==> config.mk <==
export PLATFORM = sky130hd
export DESIGN_NAME = stoplight_monitor
export DESIGN_NICKNAME = d
export VERILOG_FILES = /design/src/rtl/stoplight_pkg.sv /design/src/rtl/stoplight_decode.sv /design/src/rtl/stoplight_monitor.sv
export SDC_FILE = /design/constraint.sdc
export NUM_CORES = 1
export LEC_CHECK = 0
export BUFFER_PORTS_ARGS = -buffer_cell sky130_fd_sc_hd__buf_2
export CAP_MARGIN = 20
export CORE_MARGIN = 2
export CORE_UTILIZATION = 55
export DETAILED_ROUTE_END_ITERATION = 12
export MAX_ROUTING_LAYER = met4
export PLACE_DENSITY = 0.92
export SYNTH_ARGS = -nofsm -noshare
export SYNTH_HDL_FRONTEND = slang
export SYNTH_HIERARCHICAL = 1
export SYNTH_SLANG_ARGS = --single-unit
==> constraint.sdc <==
create_clock -name clk -period 9.2 [get_ports clk]
set_input_delay 1.84 -clock clk [delete_from_list [all_inputs] [get_ports clk]]
set_output_delay 1.84 -clock clk [all_outputs]
set_load 0.05 [all_outputs]
==> src/rtl/stoplight_pkg.sv <==
// Shared types and helpers for the stoplight lamp monitor.
//   phase_t      : decoded lamp pattern (four legal phases plus BAD)
//   mon_state_t  : monitor tracking state
//   successor()  : legal next phase in the NSG->NSY->EWG->EWY->NSG ring
//   DEF_*_CYC    : default dwell lengths in clk cycles
package stoplight_pkg;

  typedef enum logic [2:0] {
    NSG = 3'd0,
    NSY = 3'd1,
    EWG = 3'd2,
    EWY = 3'd3,
    BAD = 3'd4
  } phase_t;

  typedef enum logic {
    SYNC  = 1'b0,
    TRACK = 1'b1
  } mon_state_t;

  localparam int DEF_NSG_CYC = 11;
  localparam int DEF_NSY_CYC = 4;
  localparam int DEF_EWG_CYC = 7;
  localparam int DEF_EWY_CYC = 4;
  localparam int DEF_DW      = 5;

  function automatic phase_t successor(input phase_t p);
    case (p)
      NSG:     return NSY;
      NSY:     return EWG;
      EWG:     return EWY;
      EWY:     return NSG;
      default: return BAD;
    endcase
  endfunction

endpackage

==> src/rtl/stoplight_decode.sv <==
// Combinational lamp-pattern decoder.
// Ports:
//   ns_red_i/ns_yellow_i/ns_green_i : north-south lamps
//   ew_red_i/ew_yellow_i/ew_green_i : east-west lamps
//   phase_o                         : decoded phase, BAD for any illegal pattern
module stoplight_decode
  import stoplight_pkg::*;
(
  input  logic   ns_red_i,
  input  logic   ns_yellow_i,
  input  logic   ns_green_i,
  input  logic   ew_red_i,
  input  logic   ew_yellow_i,
  input  logic   ew_green_i,
  output phase_t phase_o
);

  // Exactly one lamp lit on a side.
  logic ns_r_only, ns_y_only, ns_g_only;
  logic ew_r_only, ew_y_only, ew_g_only;

  assign ns_r_only = ns_red_i    & ~ns_yellow_i & ~ns_green_i;
  assign ns_y_only = ns_yellow_i & ~ns_red_i    & ~ns_green_i;
  assign ns_g_only = ns_green_i  & ~ns_red_i    & ~ns_yellow_i;
  assign ew_r_only = ew_red_i    & ~ew_yellow_i & ~ew_green_i;
  assign ew_y_only = ew_yellow_i & ~ew_red_i    & ~ew_green_i;
  assign ew_g_only = ew_green_i  & ~ew_red_i    & ~ew_yellow_i;

  always_comb begin
    phase_o = BAD;
    if (ns_g_only && ew_r_only)      phase_o = NSG;
    else if (ns_y_only && ew_r_only) phase_o = NSY;
    else if (ns_r_only && ew_g_only) phase_o = EWG;
    else if (ns_r_only && ew_y_only) phase_o = EWY;
  end

endmodule

==> src/rtl/stoplight_monitor.sv <==
// Passive checker on the intersection controller's six lamp outputs.
// Tracks the phase ring and (optionally) per-phase dwell, flags errors.
// Optional feature macro: STOPLIGHT_MON_TIMING_EN builds the dwell counter
// and timing checks; without it timing_err is tied low.
// Ports:
//   clk, reset        : clock, synchronous active-high reset
//   northsouth_*/eastwest_* : lamp inputs (sampled every rising edge)
//   clear_err         : clears err_sticky (a same-cycle pulse takes priority)
//   phase             : last legal phase seen (0=NSG 1=NSY 2=EWG 3=EWY)
//   locked            : monitor is tracking the sequence
//   conflict_err/seq_err/timing_err : one-cycle error pulses
//   err_sticky        : OR of all pulses since reset/clear
//   cycles_done       : count of clean EWY->NSG transitions, wraps
module stoplight_monitor
  import stoplight_pkg::*;
#(
  parameter int NSG_CYC = DEF_NSG_CYC,
  parameter int NSY_CYC = DEF_NSY_CYC,
  parameter int EWG_CYC = DEF_EWG_CYC,
  parameter int EWY_CYC = DEF_EWY_CYC,
  parameter int DW      = DEF_DW
) (
  input  logic       clk,
  input  logic       reset,
  input  logic       northsouth_red,
  input  logic       northsouth_yellow,
  input  logic       northsouth_green,
  input  logic       eastwest_red,
  input  logic       eastwest_yellow,
  input  logic       eastwest_green,
  input  logic       clear_err,
  output logic [1:0] phase,
  output logic       locked,
  output logic       conflict_err,
  output logic       seq_err,
  output logic       timing_err,
  output logic       err_sticky,
  output logic [7:0] cycles_done
);

  // Dwell must be able to exceed every expected value before saturating.
  if ((NSG_CYC >= 2**DW - 1) || (NSY_CYC >= 2**DW - 1) ||
      (EWG_CYC >= 2**DW - 1) || (EWY_CYC >= 2**DW - 1)) begin : g_param_err
    $error("stoplight_monitor: dwell constants must be below 2**DW-1");
  end

  phase_t dec_phase;

  stoplight_decode u_decode (
    .ns_red_i    (northsouth_red),
    .ns_yellow_i (northsouth_yellow),
    .ns_green_i  (northsouth_green),
    .ew_red_i    (eastwest_red),
    .ew_yellow_i (eastwest_yellow),
    .ew_green_i  (eastwest_green),
    .phase_o     (dec_phase)
  );

  mon_state_t state_q, state_d;
  logic [1:0] phase_q, phase_d;
  logic       prev_valid_q, prev_valid_d;  // phase_q holds a usable SYNC reference
  logic       conflict_q, conflict_d;
  logic       seq_q, seq_d;
  logic       timing_d;
  logic       sticky_q, sticky_d;
  logic [7:0] cycles_q, cycles_d;
  phase_t     cur_phase;

  assign cur_phase = phase_t'({1'b0, phase_q});

`ifdef STOPLIGHT_MON_TIMING_EN
  logic [DW-1:0] dwell_q, dwell_d;
  logic          timing_q;

  function automatic logic [DW-1:0] exp_cyc(input phase_t p);
    case (p)
      NSG:     return DW'(NSG_CYC);
      NSY:     return DW'(NSY_CYC);
      EWG:     return DW'(EWG_CYC);
      EWY:     return DW'(EWY_CYC);
      default: return '0;
    endcase
  endfunction
`endif

  always_comb begin
    state_d      = state_q;
    phase_d      = phase_q;
    prev_valid_d = prev_valid_q;
    conflict_d   = 1'b0;
    seq_d        = 1'b0;
    timing_d     = 1'b0;
    cycles_d     = cycles_q;
`ifdef STOPLIGHT_MON_TIMING_EN
    dwell_d      = dwell_q;
`endif

    if (dec_phase == BAD) begin
      conflict_d   = 1'b1;
      prev_valid_d = 1'b0;
      state_d      = SYNC;
    end else if (state_q == SYNC) begin
      // The first phase after sync loss is mid-dwell, so only a change locks.
      if (prev_valid_q && (dec_phase != cur_phase)) begin
        state_d = TRACK;
`ifdef STOPLIGHT_MON_TIMING_EN
        dwell_d = DW'(1);
`endif
      end
      phase_d      = dec_phase[1:0];
      prev_valid_d = 1'b1;
    end else if (dec_phase == cur_phase) begin
`ifdef STOPLIGHT_MON_TIMING_EN
      // Overstay fires once, on the sample after dwell reaches the target.
      timing_d = (dwell_q == exp_cyc(cur_phase));
      if (dwell_q != '1) dwell_d = dwell_q + DW'(1);
`endif
    end else begin
      seq_d = (dec_phase != successor(cur_phase));
`ifdef STOPLIGHT_MON_TIMING_EN
      // dwell above target means the overstay was already reported.
      timing_d = (dwell_q < exp_cyc(cur_phase));
      dwell_d  = DW'(1);
`endif
      if ((cur_phase == EWY) && (dec_phase == NSG) && !seq_d && !timing_d)
        cycles_d = cycles_q + 8'd1;
      phase_d = dec_phase[1:0];
    end

    if (conflict_d || seq_d || timing_d) sticky_d = 1'b1;
    else if (clear_err)                  sticky_d = 1'b0;
    else                                 sticky_d = sticky_q;
  end

  always_ff @(posedge clk) begin
    if (reset) begin
      state_q      <= SYNC;
      phase_q      <= 2'd0;
      prev_valid_q <= 1'b0;
      conflict_q   <= 1'b0;
      seq_q        <= 1'b0;
      sticky_q     <= 1'b0;
      cycles_q     <= 8'd0;
    end else begin
      state_q      <= state_d;
      phase_q      <= phase_d;
      prev_valid_q <= prev_valid_d;
      conflict_q   <= conflict_d;
      seq_q        <= seq_d;
      sticky_q     <= sticky_d;
      cycles_q     <= cycles_d;
    end
  end

`ifdef STOPLIGHT_MON_TIMING_EN
  always_ff @(posedge clk) begin
    if (reset) begin
      dwell_q  <= '0;
      timing_q <= 1'b0;
    end else begin
      dwell_q  <= dwell_d;
      timing_q <= timing_d;
    end
  end
  assign timing_err = timing_q;
`else
  assign timing_err = 1'b0;
`endif

  assign phase        = phase_q;
  assign locked       = (state_q == TRACK);
  assign conflict_err = conflict_q;
  assign seq_err      = seq_q;
  assign err_sticky   = sticky_q;
  assign cycles_done  = cycles_q;

endmodule

==> results.md <==
- Hold Path Origin: err_sticky
- Status: complete, no violations
- FF+latch count, synth: 15
- Share of layout cells above drive strength 1: around 29%
- Final hold vios: 0
- Synth cell types: 38
- Leak: 0.442 nW
- Util after Layout: between 60% and 70%
- Syn Std Cell Area: 947 um^2
- Post-Syn Nets: 118
- Power Density: 114 nW/um^2
- First-pass GRT wire length: about 3100 um
- Worst skew pair latency: 290 ps
- Crit path kind: primary input to flop
- GRT Util Overall: 21.1%
- # DRC: 0
- Async set or reset register ratio after synthesis: 0%
- Worst r2r dst: cycles_done[7]
- CTS max path bufs: 2
- Fin Setup TNS: 0 ps
- Post-CTS setup buffers: 0
- Vias in the first global route: 732
- Register area share after synthesis: 31.7%
- Syn_area_per_cell: 9.11 um^2
- Drt first pass iters: 5
- Antenna Violating Nets Remaining: 0
- CP required: about 9400 ps
- CTS tree: yes
- CTS sink count: 15
- Final RePlAce weighted congestion: roughly 0.80
- Final hold slack: ~500 ps
- CP Capture Type: flop
- Post-CTS resize count: 0
- Slew headroom: 30.7%
- Clock Tree Root: clkbuf_4
- Worst hold path depth: 2
- Largest net degree at the start of global routing: 22
- Synthesis Warnings: 6
- I/O pins: 24
- Post-synth top cells: dfxtp_1 (15), nor2_1 (11), nor2b_1 (7), nor4_1 (7), a21oi_1 (6)
- Reg-to-reg startpoint: phase[0]
- Site Rows: 14
- Worst Hold Class: flop to flop
- Crit-path max FO: 10
- Core ar.: 1560 um^2
- Effective utilization at floorplan: 60.8%
- DP HPWL: 1420 um
- Vias per inst: 5.77
- Skew final: around 1.7 ps
- Ant diodes: 0
- Period utilization: 49.2%
- R2R depth: 6
- R2r setup slk: approximately 6700 ps
- CTS Hold Bufs: 0
- Max_cap viols: 0
- WP data arrival: about 4700 ps
- Die height: approximately 46 um
- PortBufs: 22
- EDFF count, synth: 0
- CTS clk-pin slew, worst paths: around 90 ps
- Wire length per cell: 13.4 um
- Critical path startpoint category: primary input
- Tmin final: 4530 ps
- Total grt overflow: 0
- Vias: 820
- Area grow syn2layout: 13.9%
- Final nets: 141
- H-Tree Depth: 1
- Die ar.: roughly 2100 um^2
- Count leader, synth: dfxtp_1
- Num CTS Buffers: 3
- Top cells by area, synth: dfxtp_1 (32%), ha_1 (6.6%), mux2_2 (4.8%), nor2b_1 (4.6%), nor4_1 (4.6%)
- VDD IR max: slightly below 0.00008 V
- Worst Hold End: err_sticky
- Post-Synthesis Cells: between 100 and 150
- Slew Viols, Final: 0
- Synth Flop Type: dfxtp_1
- Worst-margin pin slew: 1030 ps
- Die W: 45.5 um
- Unrepaired setup endpoints after global routing: false
- WL final: ~1900 um
- Max Clock Freq: about 0.22 GHz
- Initial antenna violation count: 0
- Cell taking the most area after synthesis: dfxtp_1
- Final setup viols: 0
- Initial DRC count: 39
- Share of the synthesized area in the top cell type: between 30% and 40%
power by group:
group / internal (W) / switching [W] / leakage (nW) / total, W
Combinational: 0.00000532 / 0.0000130 / 0.303 / 0.0000183
Clock: 0.0000162 / 0.0000221 / 0.0177 / 0.0000383
Sequential: 0.0000660 / 0.000000776 / 0.122 / 0.0000668
through the flow:
step | total power, W | std cells | worst slack, ps | instance area, um^2
final | 0.000123 | 142 | 4670 | 1080
after global placement | 0.0000853 | 137 | 4500 | 1050
after global routing | 0.000129 | 142 | 4340 | 1080
after detailed placement | 0.0000861 | 137 | 4400 | 1050
after floorplan | 0.0000822 | 104 | 4800 | 947
after CTS | 0.000124 | 141 | 4690 | 1070
sequential cells by signal, summed over array words and instances, names as in the netlist:
signal        count
conflict_err      1
seq_err           1
err_sticky        1
cycles_done       8
prev_valid_q      1
phase             2
locked            1
how the worst max path moves through the flow:
stage,endpoint,depth (start not counted),slack (ps),start
finish,cycles_done[7],9,4670,eastwest_red
global route,cycles_done[7],9,4340,eastwest_red
CTS,cycles_done[3],8,4690,eastwest_red
detailed placement,cycles_done[3],8,4400,eastwest_red
global placement,cycles_done[7],8,4500,eastwest_red
floorplan,cycles_done[3],7,4800,eastwest_red
critical path, cell delays in order:
cell and delay [ps]:
buf_2 110, nor3b_1 250, nor3b_1 870, a211oi_1 220, clkbuf_2 230, nor4b_4 260, o311ai_4 210, nor4_1 360
mux2_1 350
layout make-up:
type / instances / area [um^2]
Fill cell: 121 / 480
Clock buffer: 3 / 22.5
Sequential cell: 15 / 300
Inverter: 4 / 15.0
Timing Repair Buffer: 23 / 115
Clock inverter: 1 / 5.00
Multi-Input combinational cell: 80 / 601
Tap cell: 16 / 20.0
routing by layer:
metal  GRT usage, %  vias to the layer above  wire length (um)  part of all wire, %
met4           10.0                        0                23                  1.2
met5              -                        -                 0                    0
met2           34.9                       25               979                   51
met1           24.6                      375               815                   43
li1               -                      416                 -                    -
met3           3.57                        4                83                  4.4
cell usage in the layout, fill, tap and decap left out, types with 2 or more instances in the layout:
cell and instances:
or4_1 2, ha_1 5, nand4_1 2, and2_1 2, nor2b_1 7, clkbuf_4 3, mux2_1 2, xnor2_1 2
a21oi_1 6, nor4_1 7, nor2_1 11, nand2_1 3, nor3_1 5, inv_1 4, nor3b_1 2, xor2_2 2
mux2_2 4, buf_2 22, dfxtp_1 15, o31ai_1 2
kinds of logic after synthesis:
| group | after synthesis | share of synthesized area (%) |
|---|---|---|
| other | 1 | 0.396 |
| muxes | 6 | 7.13 |
| DFF | 15 | 31.7 |
| buffers and inverters | 9 | 4.89 |
| xor gates and xnor gates | 5 | 6.21 |
| adders and majority gates | 5 | 6.61 |
| and+or+nand+nor | 49 | 32.0 |
| AOI/OAI and AO/OA | 14 | 11.1 |
Power figures use the tool's default switching activity.
